`src/rtl/uart_tx_fifo.sv`:
```
// -----------------------------------------------------------------------------
// uart_tx_fifo
//
// Byte-oriented UART transmitter with an internal TX FIFO. It drives the
// top-level uart_tx pin and is the transmit counterpart of the uart_rx path.
// A frame is one start bit (0), eight data bits LSB first, an optional parity
// bit, and STOP_BITS stop bits (1). The line idles high.
//
// Parameters
//   CLKS_PER_BIT  clk cycles per UART bit (>= 4); default 100 MHz / 9600
//   FIFO_DEPTH    TX FIFO entries, power of two, 2..256
//   STOP_BITS     number of stop bits, 1 or 2
//   PARITY_ODD    parity sense (0 = even, 1 = odd); used only with parity
//
// Build option
//   UART_TX_PARITY_EN  when defined, a parity bit follows the data bits
//                      (8E1 / 8O1). When undefined the frame is 8N1 and no
//                      parity logic exists.
//
// Ports
//   clk         in   system clock, rising edge
//   reset       in   asynchronous, active-low reset
//   tx_data     in   byte to transmit
//   tx_valid    in   tx_data is valid
//   tx_ready    out  FIFO can accept a byte (not full)
//   uart_tx     out  serial line, driven from a flop
//   tx_busy     out  high while a frame is on the line
//   tx_done     out  one-cycle pulse in the last cycle of the final stop bit
//   fifo_level  out  FIFO occupancy, 0..FIFO_DEPTH
// -----------------------------------------------------------------------------
module uart_tx_fifo #(
    parameter int CLKS_PER_BIT = 10416,
    parameter int FIFO_DEPTH   = 16,
    parameter int STOP_BITS    = 1,
    parameter int PARITY_ODD   = 0
) (
    input  logic                          clk,
    input  logic                          reset,
    input  logic [7:0]                    tx_data,
    input  logic                          tx_valid,
    output logic                          tx_ready,
    output logic                          uart_tx,
    output logic                          tx_busy,
    output logic                          tx_done,
    output logic [$clog2(FIFO_DEPTH):0]   fifo_level
);

    localparam int CNT_W = $clog2(CLKS_PER_BIT);
    localparam int PTR_W = $clog2(FIFO_DEPTH);
    localparam int LVL_W = PTR_W + 1;

    localparam logic [CNT_W-1:0] BAUD_LAST = CNT_W'(CLKS_PER_BIT - 1);
    localparam logic [LVL_W-1:0] LVL_FULL  = LVL_W'(FIFO_DEPTH);
    localparam logic [LVL_W-1:0] LVL_ZERO  = {LVL_W{1'b0}};
    localparam logic [2:0]       STOP_LAST = 3'(STOP_BITS - 1);
    localparam logic [2:0]       DATA_LAST = 3'd7;

`ifdef UART_TX_PARITY_EN
    localparam logic PARITY_SENSE = 1'(PARITY_ODD);

    // Parity of one data byte, inverted for odd parity.
    function automatic logic parity_of(input logic [7:0] b);
        return (^b) ^ PARITY_SENSE;
    endfunction
`else
    // Without the parity stage PARITY_ODD has no effect; only its range is
    // referenced here so the parameter remains part of the interface.
    if ((PARITY_ODD != 0) && (PARITY_ODD != 1)) begin : g_parity_odd_out_of_range
    end
`endif

    typedef enum logic [2:0] {
        ST_IDLE   = 3'd0,
        ST_START  = 3'd1,
        ST_DATA   = 3'd2,
`ifdef UART_TX_PARITY_EN
        ST_PARITY = 3'd3,
`endif
        ST_STOP   = 3'd4
    } state_t;

    // ------------------------------------------------------------------
    // FIFO storage and pointers
    // ------------------------------------------------------------------
    logic [7:0]       mem_r [FIFO_DEPTH];
    logic [PTR_W-1:0] wr_ptr_r;
    logic [PTR_W-1:0] rd_ptr_r;
    logic [LVL_W-1:0] level_r;

    logic             full_s;
    logic             empty_s;
    logic             push_s;
    logic             pop_s;
    logic [7:0]       head_s;

    // ------------------------------------------------------------------
    // Transmitter state
    // ------------------------------------------------------------------
    state_t           state_r;
    logic [CNT_W-1:0] baud_cnt_r;
    logic [2:0]       bit_cnt_r;
    logic [7:0]       shift_r;
    logic             uart_tx_r;
    logic             tx_busy_r;
    logic             tx_done_r;
`ifdef UART_TX_PARITY_EN
    logic             parity_r;
`endif

    logic             baud_term_s;
    logic             stop_end_s;
    logic             line_s;

    // FIFO flags, handshake and the pop request from the transmitter.
    always_comb begin
        full_s      = (level_r == LVL_FULL);
        empty_s     = (level_r == LVL_ZERO);
        tx_ready    = ~full_s;
        push_s      = tx_valid & ~full_s;
        head_s      = mem_r[rd_ptr_r];
        baud_term_s = (baud_cnt_r == BAUD_LAST);
        stop_end_s  = 1'b0;
        pop_s       = 1'b0;
        if ((state_r == ST_STOP) && baud_term_s && (bit_cnt_r == STOP_LAST)) begin
            stop_end_s = 1'b1;
        end else begin
            stop_end_s = 1'b0;
        end
        // A new frame is loaded either from idle or straight out of the
        // final stop cycle, which keeps back-to-back frames gap-free.
        if (!empty_s && ((state_r == ST_IDLE) || stop_end_s)) begin
            pop_s = 1'b1;
        end else begin
            pop_s = 1'b0;
        end
    end

    // Next line level as a function of the current state; registered below
    // so the pin only ever changes on a clock edge.
    always_comb begin
        line_s = 1'b1;
        case (state_r)
            ST_IDLE:   line_s = 1'b1;
            ST_START:  line_s = 1'b0;
            ST_DATA:   line_s = shift_r[0];
`ifdef UART_TX_PARITY_EN
            ST_PARITY: line_s = parity_r;
`endif
            ST_STOP:   line_s = 1'b1;
            default:   line_s = 1'b1;
        endcase
    end

    // FIFO data array; contents need no reset because level gates reads.
    always_ff @(posedge clk) begin
        if (push_s) begin
            mem_r[wr_ptr_r] <= tx_data;
        end
    end

    // FIFO pointers and occupancy; pointers wrap naturally at FIFO_DEPTH.
    always_ff @(posedge clk or negedge reset) begin
        if (!reset) begin
            wr_ptr_r <= {PTR_W{1'b0}};
            rd_ptr_r <= {PTR_W{1'b0}};
            level_r  <= LVL_ZERO;
        end else begin
            if (push_s) begin
                wr_ptr_r <= wr_ptr_r + PTR_W'(1);
            end
            if (pop_s) begin
                rd_ptr_r <= rd_ptr_r + PTR_W'(1);
            end
            case ({push_s, pop_s})
                2'b10:   level_r <= level_r + LVL_W'(1);
                2'b01:   level_r <= level_r - LVL_W'(1);
                default: level_r <= level_r;
            endcase
        end
    end

    // Frame sequencer with registered line, busy and done outputs. The
    // outputs follow the state by one cycle, so a byte written into an idle
    // empty FIFO at edge N pulls the line low from edge N+2.
    always_ff @(posedge clk or negedge reset) begin
        if (!reset) begin
            state_r    <= ST_IDLE;
            baud_cnt_r <= {CNT_W{1'b0}};
            bit_cnt_r  <= 3'd0;
            shift_r    <= 8'h00;
            uart_tx_r  <= 1'b1;
            tx_busy_r  <= 1'b0;
            tx_done_r  <= 1'b0;
`ifdef UART_TX_PARITY_EN
            parity_r   <= 1'b0;
`endif
        end else begin
            uart_tx_r <= line_s;
            tx_busy_r <= (state_r != ST_IDLE);
            tx_done_r <= stop_end_s;

            case (state_r)
                ST_IDLE: begin
                    baud_cnt_r <= {CNT_W{1'b0}};
                    bit_cnt_r  <= 3'd0;
                    if (pop_s) begin
                        shift_r  <= head_s;
`ifdef UART_TX_PARITY_EN
                        parity_r <= parity_of(head_s);
`endif
                        state_r  <= ST_START;
                    end
                end

                ST_START: begin
                    if (baud_term_s) begin
                        baud_cnt_r <= {CNT_W{1'b0}};
                        bit_cnt_r  <= 3'd0;
                        state_r    <= ST_DATA;
                    end else begin
                        baud_cnt_r <= baud_cnt_r + CNT_W'(1);
                    end
                end

                ST_DATA: begin
                    if (baud_term_s) begin
                        baud_cnt_r <= {CNT_W{1'b0}};
                        shift_r    <= {1'b0, shift_r[7:1]};
                        if (bit_cnt_r == DATA_LAST) begin
                            bit_cnt_r <= 3'd0;
`ifdef UART_TX_PARITY_EN
                            state_r   <= ST_PARITY;
`else
                            state_r   <= ST_STOP;
`endif
                        end else begin
                            bit_cnt_r <= bit_cnt_r + 3'd1;
                        end
                    end else begin
                        baud_cnt_r <= baud_cnt_r + CNT_W'(1);
                    end
                end

`ifdef UART_TX_PARITY_EN
                ST_PARITY: begin
                    if (baud_term_s) begin
                        baud_cnt_r <= {CNT_W{1'b0}};
                        bit_cnt_r  <= 3'd0;
                        state_r    <= ST_STOP;
                    end else begin
                        baud_cnt_r <= baud_cnt_r + CNT_W'(1);
                    end
                end
`endif

                ST_STOP: begin
                    // bit_cnt_r counts stop bits here when STOP_BITS is 2.
                    if (baud_term_s) begin
                        baud_cnt_r <= {CNT_W{1'b0}};
                        if (bit_cnt_r == STOP_LAST) begin
                            bit_cnt_r <= 3'd0;
                            if (pop_s) begin
                                shift_r  <= head_s;
`ifdef UART_TX_PARITY_EN
                                parity_r <= parity_of(head_s);
`endif
                                state_r  <= ST_START;
                            end else begin
                                state_r  <= ST_IDLE;
                            end
                        end else begin
                            bit_cnt_r <= bit_cnt_r + 3'd1;
                        end
                    end else begin
                        baud_cnt_r <= baud_cnt_r + CNT_W'(1);
                    end
                end

                default: begin
                    state_r    <= ST_IDLE;
                    baud_cnt_r <= {CNT_W{1'b0}};
                    bit_cnt_r  <= 3'd0;
                end
            endcase
        end
    end

    assign uart_tx    = uart_tx_r;
    assign tx_busy    = tx_busy_r;
    assign tx_done    = tx_done_r;
    assign fifo_level = level_r;

endmodule
```
`config.mk`:
```
export PLATFORM = sky130hd
export DESIGN_NAME = uart_tx_fifo
export DESIGN_NICKNAME = d
export VERILOG_FILES = /design/src/rtl/uart_tx_fifo.sv
export SDC_FILE = /design/constraint.sdc
export NUM_CORES = 1
export LEC_CHECK = 0
export ABC_AREA = 1
export CAP_MARGIN = 20
export CORE_ASPECT_RATIO = 1.25
export CORE_MARGIN = 2
export CORE_UTILIZATION = 50
export CTS_CLUSTER_SIZE = 12
export DETAILED_ROUTE_END_ITERATION = 10
export GPL_TIMING_DRIVEN = 0
export PLACE_DENSITY = 0.67
export SLEW_MARGIN = 0
export SYNTH_ARGS = -nofsm -noshare
export SYNTH_HDL_FRONTEND = slang
export SYNTH_SLANG_ARGS = --single-unit
```
`constraint.sdc`:
```
create_clock -name clk -period 3.4 [get_ports clk]
set_clock_uncertainty 0.1 [all_clocks]
set_input_delay 0.68 -clock clk [delete_from_list [all_inputs] [get_ports clk]]
set_output_delay 0.68 -clock clk [all_outputs]
set_load 0.01 [all_outputs]
```
# Word-level counts from Yosys, hierarchy flattened
# Memory sizes are Yosys's and may differ from the RTL's.
# Cells that the tools add are included.
# W data, S select, Z words.
# totals
ff_bits	44
latch_bits	0
ram_bits	128
romBits	0
out_inout_bits	9
elab_cells	75
mem_count	1
# op_classes
addsub	6
multipliers	0
div_mod_pow	0
order_cmp	0
n_eq_ne	14
shift	0
mux	27
bitwise_logic	2
n_reduce_logical	15
# mem_list
name	depth	width	read_ports	rd_clocked_by_memory_dff	wr	line	text
mem_r	16	8	1	0	1	85	logic [7:0] mem_r [FIFO_DEPTH];
# op_table
cell	n
$mux W3	11
$mux W8	4
$mux W14	2
$pmux W8 S3	1
$add A14 B1 Y14 const B	1
$eq A14 B14 Y1 const B	1
$pmux W3 S4	1
$ne A2 B2 Y1 const B	5
$pmux W5 S2	1
$pmux W3 S3	1
$add A4 B1 Y4 const B	2
$eq A3 B3 Y1 const B	2
$logic_not A3 Y1	2
$reduce_and A6 Y1	1
$reduce_bool A3 Y1	2
$add A5 B1 Y5 const B	1
$eq A5 B5 Y1 const B	1
$logic_not A5 Y1	1
$mux W1	5
$sub A5 B1 Y5 const B	1
$reduce_and A4 Y1	1
$add A3 B1 Y3 const B	1
$eq A3 B1 Y1 const B	1
$eq A3 B2 Y1 const B	1
other kinds (12)	14

# Depth between registers and ports, before layout
# Gate-level depths: netlist (run 1).
# logic_depth
ltp_word	11
depth_mapped	18

# Worst setup path before layout (run 1)
# OpenSTA, ideal clock, no wires.
# synth_path
path_kind	register -> register
startpoint	register baud_cnt_r[0]
endpoint	register level_r[4], in the netlist fifo_level[4]
arrival_time_ns	2.371
slack_ns	0.806
path_stages_with_launch	18
period_less_slack_ns	2.594
cell_sequence	dfrtp_1 ha_1 nand3_1 nor2_1 nand3_1 nand2_1 nand2_2 inv_1 ha_1 inv_1 fa_1 inv_1 nand2_1 a21oi_1 nor2_1 nand2_1 nand3_1 xor2_1
# synth_via
elab_chain_len	9
word_cells_on_any_way	11
classes_between	3 x eq/ne; 3 x mux; 5 x reduce/logical
# synth_rtl
element	line	text
start, declared	100	logic [CNT_W-1:0] baud_cnt_r;
start signal, assigned	188	baud_cnt_r <= {CNT_W{1'b0}};
start signal, assigned	204	baud_cnt_r <= {CNT_W{1'b0}};
start signal, assigned	217	baud_cnt_r <= {CNT_W{1'b0}};
$eq A14 B14 Y1 *	121	baud_term_s = (baud_cnt_r == BAUD_LAST);
$logic_and A1 B1 Y1 * (2 in a row)	124	if ((state_r == ST_STOP) && baud_term_s && (bit_cnt_r == STOP_LAST)) begin
$mux W1 *	124	
$logic_or A1 B1 Y1 *	131	if (!empty_s && ((state_r == ST_IDLE) || stop_end_s)) begin
$logic_and A1 B1 Y1 *	131	
$mux W1 *	131	
via pop_s	93	logic pop_s;
$eq A2 B1 Y1 / $eq A2 B2 Y1 (equally long branches)	174	case ({push_s, pop_s})
$pmux W5 S2 / $reduce_bool A2 Y1 (equally long branches)	n/a	
end signal, assigned	175	2'b10: level_r <= level_r + LVL_W'(1);
end signal, assigned	176	2'b01: level_r <= level_r - LVL_W'(1);
end signal, assigned	177	default: level_r <= level_r;
end, declared	88	logic [LVL_W-1:0] level_r;
# The timed path passes the listed nets; every way through them passes the cells marked *.
# A chain may end at the register's enable or synchronous reset.

# Worst setup path in the final report (run 1)
# Ends and elaborated chain as after synthesis.

==> flow_summary.yaml, run 1 <==
floorplanning:
  initial_core_util_pct: 50.8
  core_mm2: 0.0155
  die_x_um: 116
  placementRows: 51
  die_y_um: 144
  ios: 20
  die-area_mm2: 0.0168
cts:
  h-tree-depth: 4
  clock-sinks: 172
  cts_buffers: 17
  cts_tree: "yes"
  clk_pin_slew_ns: 0.06
  cts.path.max_buffers: 2
  insertion_delay_ns: 0.44
  clockRootBuffer: "clkbuf_16"
  post_cts_buffers: 0
synthesis:
  syn_area_mm2: 0.00787
  synth_ff_type: "edfxtp_1"
  synthDistinctLibCells: 34
  syn_inst: 819
  yosysSeqAreaShare_pct: 62.8
  synth-seq-cells: 172
  syn_nets: 844
  ys_async_sr_fraction_pct: 25.6
  synth_area_per_cell_um2: 9.61
  synth-edff-count: 128
  synth.yosys.warnings: 0
setup_path:
  cp_data_arrival_time_ns: 3.34
  reg2reg_depth: 17
  cp_slowest_cell: "dfrtp_1"
  critical_path_buf_inv_count: 3
  max_stage_delay_ns: 0.41
  worstSetupEndpointType: "register"
  crit_fanout: 6
  crit_required_ns: 3.62
  path_cells: "ha_1, nand3_1, nor2_1, nand3_1, nand2_1, nand2_2, inv_2, ha_1, inv_1, fa_1, inv_1, nand2_1, a21oi_1, nor2_1, nand2_1, nand3_1, xor2_1"
  regToRegStartpoint: "baud_cnt_r[0]"
  r2r_slack_ns: 0.28
  worstSetupStartpointType: "register"
  path_class: "reg -> reg"
  path_delay_family: "simple AND/OR/NAND/NOR gates"
  r2r_end: "fifo_level[4]"
layout:
  diodes: 0
  final_common_cell: "nand2_1"
  final_cell_mix: "nand2_1, edfxtp_1, inv_1, nand3_1, nor2_1"
  ff_latch_area_mm2: 0.00495
  area_delta_synth_final_pct: 13.7
  fin_nets: 884
  fin_cells: 1084
  drive_above_1_share_pct: 9.29
  multiInputGateArea_mm2: 0.00228
  num-fill-cells: 1357
placement:
  place_inst: 1051
  gp_congestion: 0.912
  port_buffers: 19
  hpwl_um: 12500
routing:
  wirelength_um: 18400
  dr.pass1.iters: 6
  drtIter0Drc: 390
  post_drt_wl_per_cell_um: 17.0
  num_vias: 5606
  ant_nets: 0
  routed_via_density: 5.17
  drc: 0
power_and_ir_drop:
  pwr-share-clk_pct: 38.2
  ir_drop_uv: 418
  power.density_mw_per_mm2: 564
  switching_share_pct: 25.1
  seq_power_share_pct: 50.6
  p_int_mw: 3.78
  p_comb_share_pct: 11.2
  p_leak_nw: 4.03
  p_sw_mw: 1.27
hold_path:
  hp-class: "reg -> reg"
  min_to: "shift_r[3]"
  hold_depth: 2
  min_from: "shift_r[3]"
sta:
  setup_viol: 0
  drv_slew: 0
  worst_pin_slew_ns: 0.910
  finalCritPeriodShare_pct: 91.7
  setup_tns_ns: 0
  hold_viol: 0
  rsz0062_at_grt: "no"
  max_freq_mhz: 321
  slew_headroom_pct: 39.2
  min_period_ns: 3.12
job:
  cap_viol_max_count: 0
grt:
  grt_pass1_vias: 5492
  gr-total-overflow: 0
  grt_pass1_wl_um: 29000
  antenna_found_initial: 0
  grt_use_total_pct: 24.0
  grt_max_degree: 39
outcome:
  status: "finished, final reports clean"
cells by family after synthesis:
logic type / Yosys count / share of synthesized area (%)
AND/OR/NAND/NOR: 429 / 23.2
flip-flops: 172 / 62.8
buffers and inverters: 160 / 8.18
AO/OA/AOI/OAI: 35 / 2.51
adder cells (fa/ha/maj): 14 / 2.32
XOR/XNOR: 9 / 1.00
what timing repair did:
item	CTS	global route
endpoints found under the setup margin	0	1
hold buffers	1	0
resized for setup	0	1
hold endpoints to repair	5	0
per-layer routing:
layer	up-vias	wire length, um	track usage [%]
met1	2676	7180	28.4
li1	2701	-	-
met3	49	1100	4.44
met4	0	698	12.0
met2	180	9460	41.7
met5	-	0	0
registers in the layout, summed over array words and instances, names as in the netlist:
name / count
baud_cnt_r: 14
bit_cnt_r: 3
fifo_level: 5
mem_r: 128
rd_ptr_r: 4
shift_r: 8
state_r: 3
tx_busy: 1
tx_done: 1
uart_tx: 1
wr_ptr_r: 4
worst max-delay path by stage:
stage | start | to | slack [ns] | cells after the start
after detailed placement | baud_cnt_r[0] | fifo_level[4] | 0.19 | 17
after floorplan | baud_cnt_r[0] | fifo_level[4] | 0.81 | 17
after global routing | baud_cnt_r[0] | fifo_level[4] | 0.02 | 17
after CTS | baud_cnt_r[0] | fifo_level[4] | 0.15 | 17
after global placement | baud_cnt_r[0] | fifo_level[4] | 0.18 | 17
final | baud_cnt_r[0] | fifo_level[4] | 0.28 | 17
power groups by stage:
stage	Sequential (mW)	Clock (mW)	Combinational (mW)
after floorplan	2.59	0	0.327
after global placement	2.59	0	0.545
after detailed placement	2.59	0	0.561
after CTS	2.55	1.94	0.568
after global routing	2.57	2.03	0.632
final	2.55	1.93	0.566
layout make-up:
type	instances	share of cell area [%]
Buffer	28	1.66
Tap cell	212	2.96
Sequential cell	172	55.3
Multi-Input combinational cell	487	25.5
Clock inverter	7	0.503
Clock buffer	25	6.14
Inverter	132	5.54
Timing Repair Buffer	21	2.40
worst reg2reg max path, cell delays in order, from the launching register on:
cell and delay, ns:
dfrtp_1 0.41, ha_1 0.21, nand3_1 0.13, nor2_1 0.15, nand3_1 0.15, nand2_1 0.10, nand2_2 0.15, inv_2 0.17
ha_1 0.27, inv_1 0.10, fa_1 0.37, inv_1 0.09, nand2_1 0.06, a21oi_1 0.16, nor2_1 0.06, nand2_1 0.05
nand3_1 0.11, xor2_1 0.16
per-stage QoR:
stage	util [%]	hold WS [ns]	area (um^2)	power, mW	worst slack, ns
CTS	57.7	0.384	8950	5.06	0.155
floorplan	-	0.284	7870	2.91	0.806
detailed placement	53.8	0.367	8340	3.16	0.187
global route	57.7	0.398	8950	5.23	0.0189
global placement	53.7	0.363	8330	3.13	0.184
finish	57.7	0.382	8950	5.05	0.281
cell usage after synthesis, types with 2 or more instances:
cell type | count | share of area (%)
inv_1 | 125 | 6.0
buf_4 | 3 | 0.29
nor2_1 | 45 | 2.1
nand3_1 | 104 | 6.6
nand4_1 | 2 | 0.16
clkbuf_1 | 3 | 0.14
o21ai_0 | 14 | 0.89
nor2_2 | 3 | 0.24
buf_2 | 20 | 1.3
xor2_1 | 8 | 0.89
a21oi_1 | 8 | 0.51
nor3_2 | 6 | 0.76
o21ai_1 | 8 | 0.51
ha_1 | 13 | 2.1
dfrtp_1 | 43 | 14
inv_2 | 6 | 0.29
nand2_1 | 260 | 12
nand2_2 | 2 | 0.16
nor3_1 | 4 | 0.25
edfxtp_1 | 128 | 49
No activity file was read; power rests on OpenSTA's default activity.
==> run 2: changes to the inputs <==
--- a/config.mk
+++ b/config.mk
@@ -10,6 +10,7 @@
 export CORE_ASPECT_RATIO = 1.25
 export CORE_MARGIN = 2
 export CORE_UTILIZATION = 50
+export CTS_BUF_LIST = sky130_fd_sc_hd__clkbuf_4
 export CTS_CLUSTER_SIZE = 12
 export DETAILED_ROUTE_END_ITERATION = 10
 export GPL_TIMING_DRIVEN = 0
==> run 2 against run 1 <==
The run now ends with DRC left. Utilization fell by 2.0 points. Register-to-register slack about the same. Design area decreased by 3.4%. Fmax is 0.11% lower. Critical endpoint unchanged. Largest cell class unchanged.
==> flow_summary.yaml, run 2 (synthesis results as in run 1) <==
job:
  cap_viol_max_count: 0
layout:
  area_delta_synth_final_pct: 9.80
  largestRegisters: "mem_r (128), baud_cnt_r (14), shift_r (8)"
  drive_above_1_share_pct: 9.17
  fin_nets: 884
  num-fill-cells: 1408
  final_common_cell: "nand2_1"
  postLayoutCoreUtil_pct: 55.8
  multiInputGateArea_mm2: 0.00228
  regMostFlops: "mem_r"
  largest_reg_flops: 128
  final_cell_mix: "nand2_1, edfxtp_1, inv_1, nand3_1, nor2_1"
  ff_latch_area_mm2: 0.00495
setup_path:
  r2r_slack_ns: 0.28
  crit_fanout: 6
  path_delay_family: "simple AND/OR/NAND/NOR gates"
  worstSetupEndpointType: "register"
  path_class: "reg -> reg"
  cp_slowest_cell: "dfrtp_1"
  cp_data_arrival_time_ns: 3.51
  critical_path_buf_inv_count: 3
  max_stage_delay_ns: 0.43
  crit_required_ns: 3.78
  path_cells: "ha_1, nand3_1, nor2_1, nand3_1, nand2_1, nand2_2, inv_2, ha_1, inv_1, fa_1, inv_1, nand2_1, a21oi_1, nor2_1, nand2_1, nand3_1, xor2_1"
  worstSetupStartpointType: "register"
routing:
  wirelength_um: 18200
  routed_via_density: 5.09
  dr.pass1.iters: 10
  post_drt_wl_per_cell_um: 16.8
  drtIter0Drc: 494
  ant_nets: 0
  num_vias: 5527
  drc: 1
sta:
  rsz0062_at_grt: "no"
  slew_headroom_pct: 40.5
  drv_slew: 0
  worst_pin_slew_ns: 0.890
  hold_viol: 0
  setup_tns_ns: 0
  min_period_ns: 3.12
  finalCritPeriodShare_pct: 91.8
  setup_viol: 0
  max_freq_mhz: 320
power_and_ir_drop:
  power.density_mw_per_mm2: 501
  ir_drop_uv: 375
  p_leak_nw: 3.89
  total_power_mw: 4.33
cts:
  cts.path.max_buffers: 2
  cts_buffers: 17
  post_cts_buffers: 0
  cts_tree: "yes"
  clk_pin_slew_ns: 0.15
  clockRootBuffer: "clkbuf_4"
  h-tree-depth: 4
  insertion_delay_ns: 0.58
  clock-sinks: 172
floorplanning:
  ios: 20
  initial_core_util_pct: 50.8
  placementRows: 51
  die_y_um: 144
  core_mm2: 0.0155
  die-area_mm2: 0.0168
  die_x_um: 116
hold_path:
  hp-class: "in -> async"
grt:
  antenna_found_initial: 1
  gr-total-overflow: 0
  grt_max_degree: 39
  grt_use_total_pct: 23.5
  grt_pass1_vias: 5456
  grt_pass1_wl_um: 28700
outcome:
  status: "finished with violations"
  violations: "DRC"
placement:
  gp_congestion: 0.912
  port_buffers: 19
  hpwl_um: 12500
## run 2: worst reg2reg max path: stages, from the launching register on
cell     delay [ns]
dfrtp_1        0.43
ha_1           0.21
nand3_1        0.13
nor2_1         0.15
nand3_1        0.15
nand2_1        0.10
nand2_2        0.15
inv_2          0.17
ha_1           0.28
inv_1          0.10
fa_1           0.37
inv_1          0.09
nand2_1        0.06
a21oi_1        0.16
nor2_1         0.06
nand2_1        0.05
nand3_1        0.12
xor2_1         0.16
## run 2: power by group
part	leakage, nW	switching, mW	internal, mW
Sequential	1.70	0.0881	2.46
Combinational	2.02	0.375	0.190
Clock	0.164	0.696	0.519
## run 2: per-layer routing
metal  up-vias  track usage (%)  part of all wire, %
li1       2711                -                    -
met1      2621             28.3                   41
met2       159             41.6                   51
met3        36             4.65                  4.6
met4         0             9.02                  2.8
met5         -                0                    0
## run 2: what timing repair did
action | 4_1_cts | 5_1_grt
endpoints found under the setup margin | 0 | 1
resized for setup | 0 | 1
hold endpoints to repair | 6 | 0
hold buffers | 1 | 0
## run 2: final timing paths
check / depth (start not counted) / end / start
max: 17 / fifo_level[4] / baud_cnt_r[0]
min: 2 / baud_cnt_r[6] / reset
max reg2reg: 17 / fifo_level[4] / baud_cnt_r[0]
min reg2reg: 2 / shift_r[4] / shift_r[4]
max in group asynchronous: 3 / rd_ptr_r[0] / reset
min in group clk: 2 / shift_r[4] / shift_r[4]
## run 2: cell type report
type | instances | share of cell area (%)
flip-flops and latches | 172 | 57.2
multi-input cells | 487 | 26.4
inverters | 132 | 5.73
well taps | 212 | 3.07
repair buffers | 21 | 2.49
plain buffers | 28 | 1.72
clock inverters | 13 | 1.69
clock buffers | 19 | 1.65
diodes | 1 | 0.0289
## run 2: metrics by stage
step                      hold slack [ns]  setup WS, ns  cell area (um^2)  cells
after floorplan                     0.284         0.806              7870    819
after global placement              0.363         0.184              8330   1050
after detailed placement            0.367         0.187              8340   1051
after CTS                           0.307         0.145              8640   1084
after global routing                0.322       0.00249              8650   1085
final                               0.346         0.278              8650   1085
